File: config.mk
export PLATFORM = sky130hd
export DESIGN_NAME = fun_sweep_ctrl
export DESIGN_NICKNAME = d
export VERILOG_FILES = /design/src/rtl/fun_sweep_ctrl_pkg.sv /design/src/rtl/fun_sweep_ctrl_settle.sv /design/src/rtl/fun_sweep_ctrl.sv
export SDC_FILE = /design/constraint.sdc
export NUM_CORES = 1
export LEC_CHECK = 0
export CAP_MARGIN = 20
export CORE_AREA = 2 2 56 97
export DETAILED_ROUTE_END_ITERATION = 10
export DIE_AREA = 0 0 58 99
export DONT_BUFFER_PORTS = 1
export GPL_ROUTABILITY_DRIVEN = 0
export HOLD_SLACK_MARGIN = 0.08
export PLACE_DENSITY = 0.69
export SETUP_SLACK_MARGIN = 0.3
export SYNTH_ARGS = -nofsm -noshare
export SYNTH_HDL_FRONTEND = slang
export SYNTH_SLANG_ARGS = --single-unit
File: constraint.sdc
create_clock -name clk -period 6.31 [get_ports clk]
set_input_delay 0.631 -clock clk [delete_from_list [all_inputs] [get_ports clk]]
set_output_delay 0.631 -clock clk [all_outputs]
set_load 0.02 [all_outputs]
File: src/rtl/fun_sweep_ctrl_pkg.sv
// Shared types and constants for the function-block sweep sequencer.
package fun_sweep_ctrl_pkg;

  typedef enum logic [1:0] {
    IDLE   = 2'd0,
    SETTLE = 2'd1,
    SAMPLE = 2'd2,
    DONE   = 2'd3
  } state_e;

  localparam int VEC_COUNT = 16;
  localparam int IDX_W     = 4;

endpackage

File: src/rtl/fun_sweep_ctrl_settle.sv
// Settle timer: loadable up-counter with a terminal-count flag that fires
// on the last cycle of the settle window.
module settle_timer #(
  parameter int SETTLE_CYCLES = 2,
  parameter int CNT_W         = 8
) (
  input  logic clk,
  input  logic rst,
  input  logic load,
  input  logic en,
  output logic tc
);

  logic [CNT_W-1:0] cnt_q, cnt_d;

  // load wins over count so a fresh vector always starts from zero
  always_comb begin
    cnt_d = cnt_q;
    if (load)    cnt_d = '0;
    else if (en) cnt_d = cnt_q + CNT_W'(1);
  end

  // counter register
  always_ff @(posedge clk) begin
    if (rst) cnt_q <= '0;
    else     cnt_q <= cnt_d;
  end

  assign tc = (cnt_q == CNT_W'(SETTLE_CYCLES - 1));

endmodule

File: src/rtl/fun_sweep_ctrl.sv
// Sweeps a dual-rail 4-input function block through all 16 vectors,
// captures its truth table and compares it against a golden table.
module fun_sweep_ctrl
  import fun_sweep_ctrl_pkg::*;
#(
  parameter int SETTLE_CYCLES = 2,
  parameter int CNT_W         = 8
) (
  input  logic                 clk,
  input  logic                 rst,
  input  logic                 start,
  input  logic [VEC_COUNT-1:0] expected_tt,
  input  logic                 fun_out,
  output logic                 a,
  output logic                 not_a,
  output logic                 b,
  output logic                 not_b,
  output logic                 c,
  output logic                 not_c,
  output logic                 d,
  output logic                 not_d,
  output logic                 busy,
  output logic                 done,
  output logic                 pass,
  output logic [VEC_COUNT-1:0] truth_table,
  output logic [4:0]           err_count
);

  state_e               state_q, state_d;
  logic [IDX_W-1:0]     idx_q, idx_d;
  logic [VEC_COUNT-1:0] exp_q, exp_d;
  logic [VEC_COUNT-1:0] tt_q, tt_d;
  logic [4:0]           err_q, err_d;
  logic                 busy_q, busy_d;
  logic                 done_q, done_d;
  logic                 pass_q, pass_d;
  logic                 tmr_load, tmr_en, tmr_tc;

  settle_timer #(
    .SETTLE_CYCLES (SETTLE_CYCLES),
    .CNT_W         (CNT_W)
  ) u_settle (
    .clk  (clk),
    .rst  (rst),
    .load (tmr_load),
    .en   (tmr_en),
    .tc   (tmr_tc)
  );

  // next-state and next-output logic; err_d already includes the current
  // sample so DONE always sees the final count
  always_comb begin
    state_d  = state_q;
    idx_d    = idx_q;
    exp_d    = exp_q;
    tt_d     = tt_q;
    err_d    = err_q;
    busy_d   = busy_q;
    done_d   = 1'b0;
    pass_d   = pass_q;
    tmr_load = 1'b0;
    tmr_en   = 1'b0;
    case (state_q)
      IDLE: begin
        idx_d = '0;
        if (start) begin
          state_d  = SETTLE;
          exp_d    = expected_tt;
          tt_d     = '0;
          err_d    = '0;
          pass_d   = 1'b0;
          busy_d   = 1'b1;
          tmr_load = 1'b1;
        end
      end
      SETTLE: begin
        tmr_en = 1'b1;
        if (tmr_tc) state_d = SAMPLE;
      end
      SAMPLE: begin
        tt_d[idx_q] = fun_out;
        if (fun_out != exp_q[idx_q]) err_d = err_q + 5'd1;
        if (idx_q == IDX_W'(VEC_COUNT - 1)) begin
          state_d = DONE;
          busy_d  = 1'b0;
        end else begin
          idx_d    = idx_q + IDX_W'(1);
          tmr_load = 1'b1;
          state_d  = SETTLE;
        end
      end
      DONE: begin
        done_d  = 1'b1;
        pass_d  = (err_q == 5'd0);
        idx_d   = '0;
        state_d = IDLE;
      end
      default: state_d = IDLE;
    endcase
  end

  // FSM state and registered outputs
  always_ff @(posedge clk) begin
    if (rst) begin
      state_q <= IDLE;
      idx_q   <= '0;
      exp_q   <= '0;
      tt_q    <= '0;
      err_q   <= '0;
      busy_q  <= 1'b0;
      done_q  <= 1'b0;
      pass_q  <= 1'b0;
    end else begin
      state_q <= state_d;
      idx_q   <= idx_d;
      exp_q   <= exp_d;
      tt_q    <= tt_d;
      err_q   <= err_d;
      busy_q  <= busy_d;
      done_q  <= done_d;
      pass_q  <= pass_d;
    end
  end

  // both rails come straight off the idx register, so they switch together
  // and can never show a 0/0 or 1/1 pair
  assign a     = idx_q[3];
  assign b     = idx_q[2];
  assign c     = idx_q[1];
  assign d     = idx_q[0];
  assign not_a = ~idx_q[3];
  assign not_b = ~idx_q[2];
  assign not_c = ~idx_q[1];
  assign not_d = ~idx_q[0];

  assign busy        = busy_q;
  assign done        = done_q;
  assign pass        = pass_q;
  assign truth_table = tt_q;
  assign err_count   = err_q;

endmodule
==> metrics.yaml, run 1 <==
run_status: "finished, final reports clean"
complex_gate_fraction_of_the_synthesized_area_pct: 16.95
crit_arrival_ns: 2.90
antenna_found_initial: 0
timing.setup.critical_path_class: "reg -> reg"
nature_of_the_critical_path_startpoint: "flip-flop"
coreArea_um2: 4935
standard_cell_area_after_detailed_placement_um2: 2574
ys_seq_area_share_pct: 41.38
count_of_unresolved_drc_violations_after_routing: 0
num_vias: 2203
grt_overflow_total: 0
worst_hold_path.endpoint: "truth_table[5]"
route.final.wire_length_mm: 5.792
grt_setup_unrepaired: "no"
cts_resized: 0
dpl.hpwl_mm: 4.135
finalWorstPathRequiredPeriod_ns: 2.663
setup.worst_path.end_class: "flip-flop"
synthesis.instances: 326
fraction_of_final_layout_cells_sized_beyond_drive_strength_1_pct: 4.444
reg2regPathDepth: 5
syn-num-nets: 358
finalNetCount: 346
synth_area_leader: "dfxtp_1"
synth_enable_flop_cells: 0
cap_violations: 0
hold_depth: 1
avgSynthCellArea_um2: 8.014
instances_no_fill: 369
clock_sink_count: 54
placed_cells: 360
floorplan.die.width_um: 58
start_util_pct: 52.94
numCtsBuffers: 5
cts_tree: "built"
detail-route-antenna-nets: 0
floorplan.die.height_um: 99
initialDrtViolationCount: 74
yosys-mux-area-fraction_pct: 6.226
first_global_vias: 2090
grt_max_degree: 48
synth-simple-area-share_pct: 21.22
synth_flop_type: "dfxtp_1"
worstSkewPairLatency_ns: 0.30
static-leakage-power_nw: 0.9609
async_flop_share_pct: 0
slew_violations: 0
reg2reg_slack_ns: 3.65
hold_path.class: "in -> reg"
grt_first_pass_wirelength_mm: 9.522
clock-root-buffer: "clkbuf_8"
insertedDiodeCount: 0
layout.cell_area.non_filler_um2: 2686
synth_xor_xnor_area_share_pct: 2.682
total_iterations_of_the_first_detailed_routing_run: 4
power_density_nw_per_um2: 307.5
globalRouteTotalUtil_pct: 21.01
synth_area_leaders: "dfxtp_1, a21oi_1, nand2_1"
hold_start: "rst"
vias_per_cell: 5.970
max-vdd-ir-drop_mv: 0.2029
post_cts_buffers: 0
io_buffers: 0
pre_cts_slack_ns: 3.686
timing.rr.start: "idx_q[1]"
io_pins: 52
ys_seq_elements: 54
path_max_fanout: 12
synth.cells.most_frequent: "nand2_1, a21oi_1, dfxtp_1"
die-area_um2: 5742
dominant_combinational_cell_family_by_area_after_synthesis: "simple AND/OR/NAND/NOR gates"
drt-wirelength-per-cell_um: 15.70
fmaxAchievable_mhz: 375.5
syn_area_um2: 2613
finalHoldViolations: 0
clk_pin_slew_worst_paths_ns: 0.09
adder_cell_share_of_the_synthesized_area_pct: 5.747
worstPathRequired_ns: 6.55
yosysWarnings: 0
post_synth_num_cell_types: 32
design_power_total_mw: 0.8261
setup_ws_final_ns: 3.647
htree_num_levels: 2
post-synth-top-count-cell: "nand2_1"
hold_buffers: 0
relSlewSlack_pct: 42.57
finalClockSkew_ns: 0.005200
period_share_pct: 42.21
core.rowCount: 34
fin_tns_setup_ns: 0
clockBufferDepth: 2
worst_pin_slew_ns: 0.8503
r2r_end: "err_count[2]"
yosysTopAreaCellShare_pct: 41.38
setup_viol: 0
synth_to_final_area_change_pct: 2.826
[flip-flops by register name, summed over array words and instances (netlist names)]
name,count
idx_q,4
exp_q,16
truth_table,16
u_settle.cnt_q,8
done,1
state_q,2
err_count,5
busy,1
pass,1
[critical path, stage by stage (launching register included)]
cell and delay, ns:
dfxtp_1 0.79, mux4_2 0.60, mux2i_1 0.24, mux2i_1 0.25, or4_1 0.56, a21boi_1 0.15
[stage by stage]
| step | utilization, % | hold slack, ns |
|---|---|---|
| finish | 54.44 | 0.3886 |
| global route | 54.44 | 0.3692 |
| CTS | 54.29 | 0.3792 |
| detailed placement | 52.16 | 0.4390 |
| global placement | 52.16 | 0.4338 |
| floorplan | - | 0.4331 |
[cell type report]
| type | count | area [um^2] |
|---|---|---|
| Clock buffer | 7 | 96.34 |
| Timing Repair Buffer | 1 | 7.507 |
| Sequential cell | 54 | 1081 |
| Fill cell | 485 | 2248 |
| Clock inverter | 1 | 8.758 |
| Tap cell | 54 | 67.56 |
| Inverter | 12 | 45.04 |
| Multi-Input combinational cell | 240 | 1380 |
[worst max path at each step]
stage,from,end,slack [ns],cells past startpoint
after detailed placement,idx_q[1],err_count[2],3.69,5
final,idx_q[1],err_count[2],3.65,5
after CTS,idx_q[1],err_count[2],3.63,5
after floorplan,idx_q[0],err_count[1],4.07,5
after global routing,state_q[0],err_count[3],3.46,7
after global placement,idx_q[1],err_count[1],3.74,5
[routing by layer]
layer | track usage [%] | vias up | routed length (um)
li1 | - | 1099 | -
met1 | 22.57 | 1014 | 2230
met2 | 37.15 | 76 | 2958
met3 | 6.037 | 14 | 452
met4 | 8.945 | 0 | 150
met5 | 0 | - | 0
[cell usage in the layout, fill, tap and decap left out, types with 7 or more instances in the layout]
| master | instances |
|---|---|
| a21oi_1 | 58 |
| clkbuf_8 | 7 |
| dfxtp_1 | 54 |
| ha_1 | 12 |
| inv_1 | 12 |
| mux2i_1 | 8 |
| nand2_1 | 63 |
| nand3_1 | 7 |
| nand4_1 | 10 |
| nor2_1 | 21 |
| nor3_1 | 8 |
| o21ai_0 | 18 |
[report_power, final]
part | switching, mW | leakage, nW | internal (mW)
registers | 0.0304 | 0.438 | 0.371
clock network | 0.111 | 0.0544 | 0.101
logic | 0.140 | 0.468 | 0.0722
[cell families (layout without fill, tap and decap cells)]
group                    after synthesis  after routing
AND/OR/NAND/NOR                      124            124
AO/OA/AOI/OAI                         84             84
flip-flops                            54             54
buffers and inverters                 32             21
adder cells (fa/ha/maj)               12             12
multiplexers                          12             12
XOR/XNOR                               8              8
Note: power is estimated with default switching activity, not from simulation.
==> run 2, diff against run 1 <==
==> constraint.sdc (replaced) <==
create_clock -name clk -period 2.5 [get_ports clk]
set_input_delay 0.25 -clock clk [delete_from_list [all_inputs] [get_ports clk]]
set_output_delay 0.25 -clock clk [all_outputs]
set_load 0.02 [all_outputs]
==> run 2 against run 1 <==
Compared with the run above:
- sequential share of layout area fell by 3.3 points
- die area unchanged
- first-iteration DRC count fell by 34%
- wire length grew 6.9%
- utilization grew 5.1 points
- clock-buffer cell count down 1
- via count rose by 3.4%
- non-clock buffer count increased by 26
==> metrics.yaml, run 2 (synthesized netlist as in run 1, its figures left out) <==
grt_max_degree: 43  # -10%
layout.core_utilization_pct: 59.58  # +5.1 points
setup_viol: 0  # unchanged
route.final.wire_length_mm: 6.192  # +6.9%
grt_setup_unrepaired: "yes"
reg2reg_slack_ns: 0.40  # -3.25 ns
period_share_pct: 84.11  # +42 points
coreArea_um2: 4935  # unchanged
antenna_found_initial: 0  # unchanged
power.net_switching_mw: 0.7504  # +170%
htree_num_levels: 2  # unchanged
design_power_total_mw: 2.148  # +160%
share_seq_of_total_power_pct: 47.2  # -1.4 points
dpl.hpwl_mm: 4.252  # +2.8%
filler_cell_count: 446  # -8.0%
start_util_pct: 52.94  # unchanged
total_iterations_of_the_first_detailed_routing_run: 4  # unchanged
clock_sink_count: 54  # unchanged
grt_first_pass_wirelength_mm: 10.36  # +8.8%
run_status: "finished, final reports clean"
static-leakage-power_nw: 1.067  # +11%
power_report.internal_total_mw: 1.398  # +160%
initialDrtViolationCount: 49  # -34%
globalRouteTotalUtil_pct: 23.05  # +2.0 points
nature_of_the_critical_path_startpoint: "flip-flop"
timing.setup.critical_path_class: "reg -> reg"
count_of_unresolved_drc_violations_after_routing: 0  # unchanged
drt-wirelength-per-cell_um: 15.68  # -0.13%
floorplan.die.height_um: 99  # unchanged
crit_arrival_ns: 2.35  # -0.55 ns
worstPathRequired_ns: 2.75  # -3.80 ns
worst_pin_slew_ns: 0.4667  # -0.3836 ns
hold_depth: 2  # +1
multiInputGateArea_um2: 1391  # +0.82%
numCtsBuffers: 5  # unchanged
finalNetCount: 372  # +7.5%
io_pins: 52  # unchanged
max-vdd-ir-drop_mv: 0.5725  # +180%
finalHoldViolations: 0  # unchanged
path_max_fanout: 12  # unchanged
post_cts_buffers: 0  # unchanged
grt_overflow_total: 0  # unchanged
clock-root-buffer: "clkbuf_8"
clock_power_share_pct: 23.8  # -1.9 points
worst_hold_path.endpoint: "err_count[0]"
fraction_of_final_layout_cells_sized_beyond_drive_strength_1_pct: 8.798  # +4.4 points
slew_violations: 0  # unchanged
comb_power_share_pct: 29.0  # +3.3 points
area.sequential_um2: 1086  # +0.46%
core.rowCount: 34  # unchanged
instances_no_fill: 395  # +7.0%
setup_ws_final_ns: 0.3973  # -3.249 ns
synth_to_final_area_change_pct: 12.55
timing.rr.start: "idx_q[1]"
clockBufferDepth: 2  # unchanged
num_vias: 2278  # +3.4%
pre_cts_slack_ns: 0.2423  # -3.444 ns
vias_per_cell: 5.767  # -3.4%
r2r_end: "err_count[1]"
most-common-layout-cells: "nand2_1, a21oi_1, dfxtp_1, nor2_1, o21ai_0"
reg2regPathDepth: 5  # unchanged
first_global_vias: 2236  # +7.0%
power_switching_share_pct: 34.93  # +0.80 points
placed_cells: 370  # +2.8%
insertedDiodeCount: 0  # unchanged
finalClockSkew_ns: 0.003282  # -0.001918 ns
io_buffers: 0  # unchanged
hold_path.class: "in -> reg"
cap_violations: 0  # unchanged
layout.cells.most_common: "nand2_1"
hold_start: "rst"
floorplan.die.width_um: 58  # unchanged
fin_tns_setup_ns: 0  # unchanged
clk_pin_slew_worst_paths_ns: 0.09  # about the same
fmaxAchievable_mhz: 475.6  # +27%
finalWorstPathRequiredPeriod_ns: 2.103  # -0.5606 ns
power_density_nw_per_um2: 730.6  # +140%
die-area_um2: 5742  # unchanged
relSlewSlack_pct: 68.65  # +26 points
cts_tree: "built"
detail-route-antenna-nets: 0  # unchanged
worstSkewPairLatency_ns: 0.31  # about the same
setup.worst_path.end_class: "flip-flop"
[run 2: changes by cell type in the layout (fill, tap and decap cells not counted), sizes merged]
| cell | before | now |
|---|---|---|
| dlygate4sd3 | 0 | 16 |
| buf | 1 | 11 |
| clkinvlp | 0 | 1 |
| clkbuf | 7 | 6 |
[run 2: stage by stage]
step	instance area [um^2]	hold slack (ns)
2_1_floorplan	2614	0.3860
3_3_place_gp	2650	0.3239
3_5_place_dp	2650	0.3220
4_1_cts	2932	0.1124
5_1_grt	2940	0.1126
6_report	2940	0.1142
[run 2: per-layer routing]
metal  wire, um  GRT usage, %
met1       2513         26.08
met4        125         10.55
met2       3182         38.99
met3        371         6.693
met5          0             0
[run 2: repair_timing]
item,4_1_cts,5_1_grt
hold endpoints to repair,42,0
gates resized for setup,2,4
hold buffers,17,0
cloned,0,0
endpoints found under the setup margin,5,7
[run 2: worst max-delay path, cell delays in order (launching register included)]
cell and delay (ns):
dfxtp_4 0.46, mux4_2 0.54, mux2i_2 0.21, mux2i_2 0.15, or4_1 0.52, a21oi_1 0.15
[run 2: worst max-delay path by stage]
stage                  start      endpoint  slack [ns]  cells past startpoint
floorplan           idx_q[0]  err_count[1]        0.35                      5
global placement    idx_q[1]  err_count[4]        0.30                      5
detailed placement  idx_q[1]  err_count[1]        0.24                      5
CTS                 idx_q[1]  err_count[1]        0.36                      5
global route        idx_q[1]  err_count[1]        0.27                      5
finish              idx_q[1]  err_count[1]        0.40                      5
[run 2: cell type report]
class	count	area share [%]
inverter	12	1.532
timing repair buffer	27	8.681
multi-input combinational	240	47.32
tap	54	2.298
clock buffer	6	2.809
clock inverter	2	0.4255
sequential	54	36.94
[run 2: power by group through the flow]
stage	clock (mW)	sequential [mW]	combinational [mW]
3_3_place_gp	0	1.03	0.558
3_5_place_dp	0	1.03	0.569
5_1_grt	0.555	1.02	0.697
2_1_floorplan	0	1.01	0.446
4_1_cts	0.524	1.01	0.606
6_report	0.511	1.01	0.622
==> run 3, diff against run 2 <==
--- a/config.mk
+++ b/config.mk
@@ -12,7 +12,7 @@
 export DONT_BUFFER_PORTS = 1
 export GPL_ROUTABILITY_DRIVEN = 0
 export HOLD_SLACK_MARGIN = 0.08
-export PLACE_DENSITY = 0.69
+export PLACE_DENSITY = 0.71
 export SETUP_SLACK_MARGIN = 0.3
 export SYNTH_ARGS = -nofsm -noshare
 export SYNTH_HDL_FRONTEND = slang
==> constraint.sdc (replaced) <==
create_clock -name clk -period 1.78 [get_ports clk]
set_input_delay 0.178 -clock clk [delete_from_list [all_inputs] [get_ports clk]]
set_output_delay 0.178 -clock clk [all_outputs]
set_load 0.02 [all_outputs]
==> run 3 against run 2 <==
Compared with the run above:
- the run now ends with negative setup slack left
- sequential share of layout area decreased by 6.8 points
- non-clock buffer count increased by 33
- utilization increased by 14 points
- clock-buffer cell count increased by 1
- sequential power increased by 41%
- cell count increased by 8.4%
- power increased by 74%
- combinational power increased to 2.6 times the previous value
- setup slack got worse by 0.64 ns
- critical path type unchanged
- critical endpoint is now err_count[4]
- largest power group is now combinational cells
==> metrics.yaml, run 3 (synthesized netlist as in run 1, its figures left out) <==
most-common-layout-cells: "nand2_1, dfxtp_1, a21oi_1, buf_4, nor2_1"
io_buffers: 0  # unchanged
grt_max_degree: 47  # +9.3%
fraction_of_final_layout_cells_sized_beyond_drive_strength_1_pct: 33.96  # +25 points
num_vias: 2537  # +11%
dpl.hpwl_mm: 4.488  # +5.6%
relSlewSlack_pct: 70.26  # +1.6 points
layout.cells.most_common: "nand2_1"
total_iterations_of_the_first_detailed_routing_run: 5  # +1
slew_violations: 0  # unchanged
floorplan.die.height_um: 99  # unchanged
violations_in_the_final_reports: "negative setup slack"
floorplan.die.width_um: 58  # unchanged
vias_per_cell: 5.928  # +2.8%
drt-wirelength-per-cell_um: 17.34  # +11%
cp_cell_instances: "mux4_2 > mux2i_1 > mux2i_2 > or4_1 > a21boi_1"
core.rowCount: 34  # unchanged
io_pins: 52  # unchanged
crit_arrival_ns: 2.26  # -0.09 ns
setup_viol: 5  # +5
clk_pin_slew_worst_paths_ns: 0.09  # about the same
finalNetCount: 405  # +8.9%
clock_sink_count: 54  # unchanged
worst_path_max_delay_cell: "or4_1"
first_global_vias: 2425  # +8.5%
fmaxAchievable_mhz: 495.4  # +4.2%
worstPathRequired_ns: 2.02  # -0.73 ns
power_density_nw_per_um2: 1025  # +40%
worst_path_largest_cell_delay_ns: 0.52  # -0.02 ns
start_util_pct: 52.94  # unchanged
insertedDiodeCount: 0  # unchanged
layout.core_utilization_pct: 73.71  # +14 points
grt_setup_unrepaired: "yes"
htree_num_levels: 2  # unchanged
setup_ws_final_ns: -0.2386  # -0.6358 ns
globalRouteTotalUtil_pct: 24.50  # +1.4 points
grt_first_pass_wirelength_mm: 11.01  # +6.2%
clock-root-buffer: "clkbuf_8"
clockBufferDepth: 2  # unchanged
route.final.wire_length_mm: 7.422  # +20%
initialDrtViolationCount: 113  # +130%
timing.setup.critical_path_class: "reg -> reg"
finalHoldViolations: 0  # unchanged
cts_tree: "built"
finalWorstPathRequiredPeriod_ns: 2.019  # -0.08416 ns
period_share_pct: 113.4  # +29 points
nature_of_the_critical_path_startpoint: "flip-flop"
path_max_fanout: 8  # -4
hold_path.class: "in -> reg"
static-leakage-power_nw: 1.306  # +22%
synth_to_final_area_change_pct: 39.22
cap_violations: 0  # unchanged
count_of_unresolved_drc_violations_after_routing: 0  # unchanged
design_power_total_mw: 3.729  # +74%
antenna_found_initial: 0  # unchanged
run_status: "finished, violations left"
numCtsBuffers: 5  # unchanged
max-vdd-ir-drop_mv: 1.020  # +78%
worst_pin_slew_ns: 0.4444  # -0.02226 ns
die-area_um2: 5742  # unchanged
setup.worst_path.end_class: "flip-flop"
detail-route-antenna-nets: 0  # unchanged
coreArea_um2: 4935  # unchanged
finalClockSkew_ns: 0.007223  # +0.003941 ns
worstSkewPairLatency_ns: 0.31  # about the same
grt_overflow_total: 0  # unchanged
[run 3: what timing repair did]
item | 4_1_cts | 5_1_grt
hold buffers | 17 | 1
buffers inserted | 7 | 3
cloned | 2 | 0
endpoints found under the setup margin | 30 | 35
pin swaps | 14 | 23
resized for setup | 36 | 68
endpoints found under the hold margin | 44 | 3
[run 3: worst paths after layout]
check                                     to     start  cells after the start  slack (ns)
worst max-delay path            err_count[4]  idx_q[1]                      5       -0.24
worst min-delay path              state_q[1]       rst                      2        0.16
worst max register to register  err_count[4]  idx_q[1]                      5       -0.24
worst min register to register      exp_q[6]  exp_q[6]                      2        0.46
[run 3: layout make-up]
class	count	area, um^2
timing repair buffer	60	594.3
fill	324	1297
inverter	12	55.05
clock buffer	7	86.33
sequential	54	1095
multi-input combinational	240	1734
clock inverter	1	5.005
tap	54	67.56
[run 3: report_power, final]
group / switching [mW] / internal (mW) / total [mW] / leakage, nW
Sequential: 0.0970 / 1.32 / 1.42 / 0.442
Clock: 0.390 / 0.315 / 0.705 / 0.0482
Combinational: 0.849 / 0.755 / 1.60 / 0.816
Total: 1.34 / 2.39 / 3.73 / 1.31
[run 3: per-layer routing]
layer | global-route usage [%] | vias to the layer above | part of all wire [%]
met4 | 11.99 | 0 | 2.8
met3 | 5.512 | 18 | 6.0
li1 | - | 1223 | -
met5 | 0 | - | 0
met1 | 26.96 | 1211 | 38
met2 | 42.92 | 85 | 53
[run 3: critical path: cells and delay by family, from the launching register on]
kind / cells / cell delay, ns
flops: 1 / 0.43
simple gates: 1 / 0.52
mux: 3 / 0.85
compound gates: 1 / 0.15
[run 3: through the flow]
stage | setup WS (ns) | std cells | cell area (um^2) | setup TNS, ns | hold WS (ns)
final | -0.2386 | 428 | 3637 | -0.8637 | 0.1572
after global routing | -0.3115 | 428 | 3637 | -1.315 | 0.1566
after CTS | -0.2342 | 424 | 3352 | -0.8400 | 0.1095
after detailed placement | -0.2162 | 390 | 2860 | -0.8112 | 0.2510
after global placement | -0.1512 | 390 | 2860 | -0.6309 | 0.2508
after floorplan | -0.2465 | 326 | 2683 | -1.017 | 0.3140
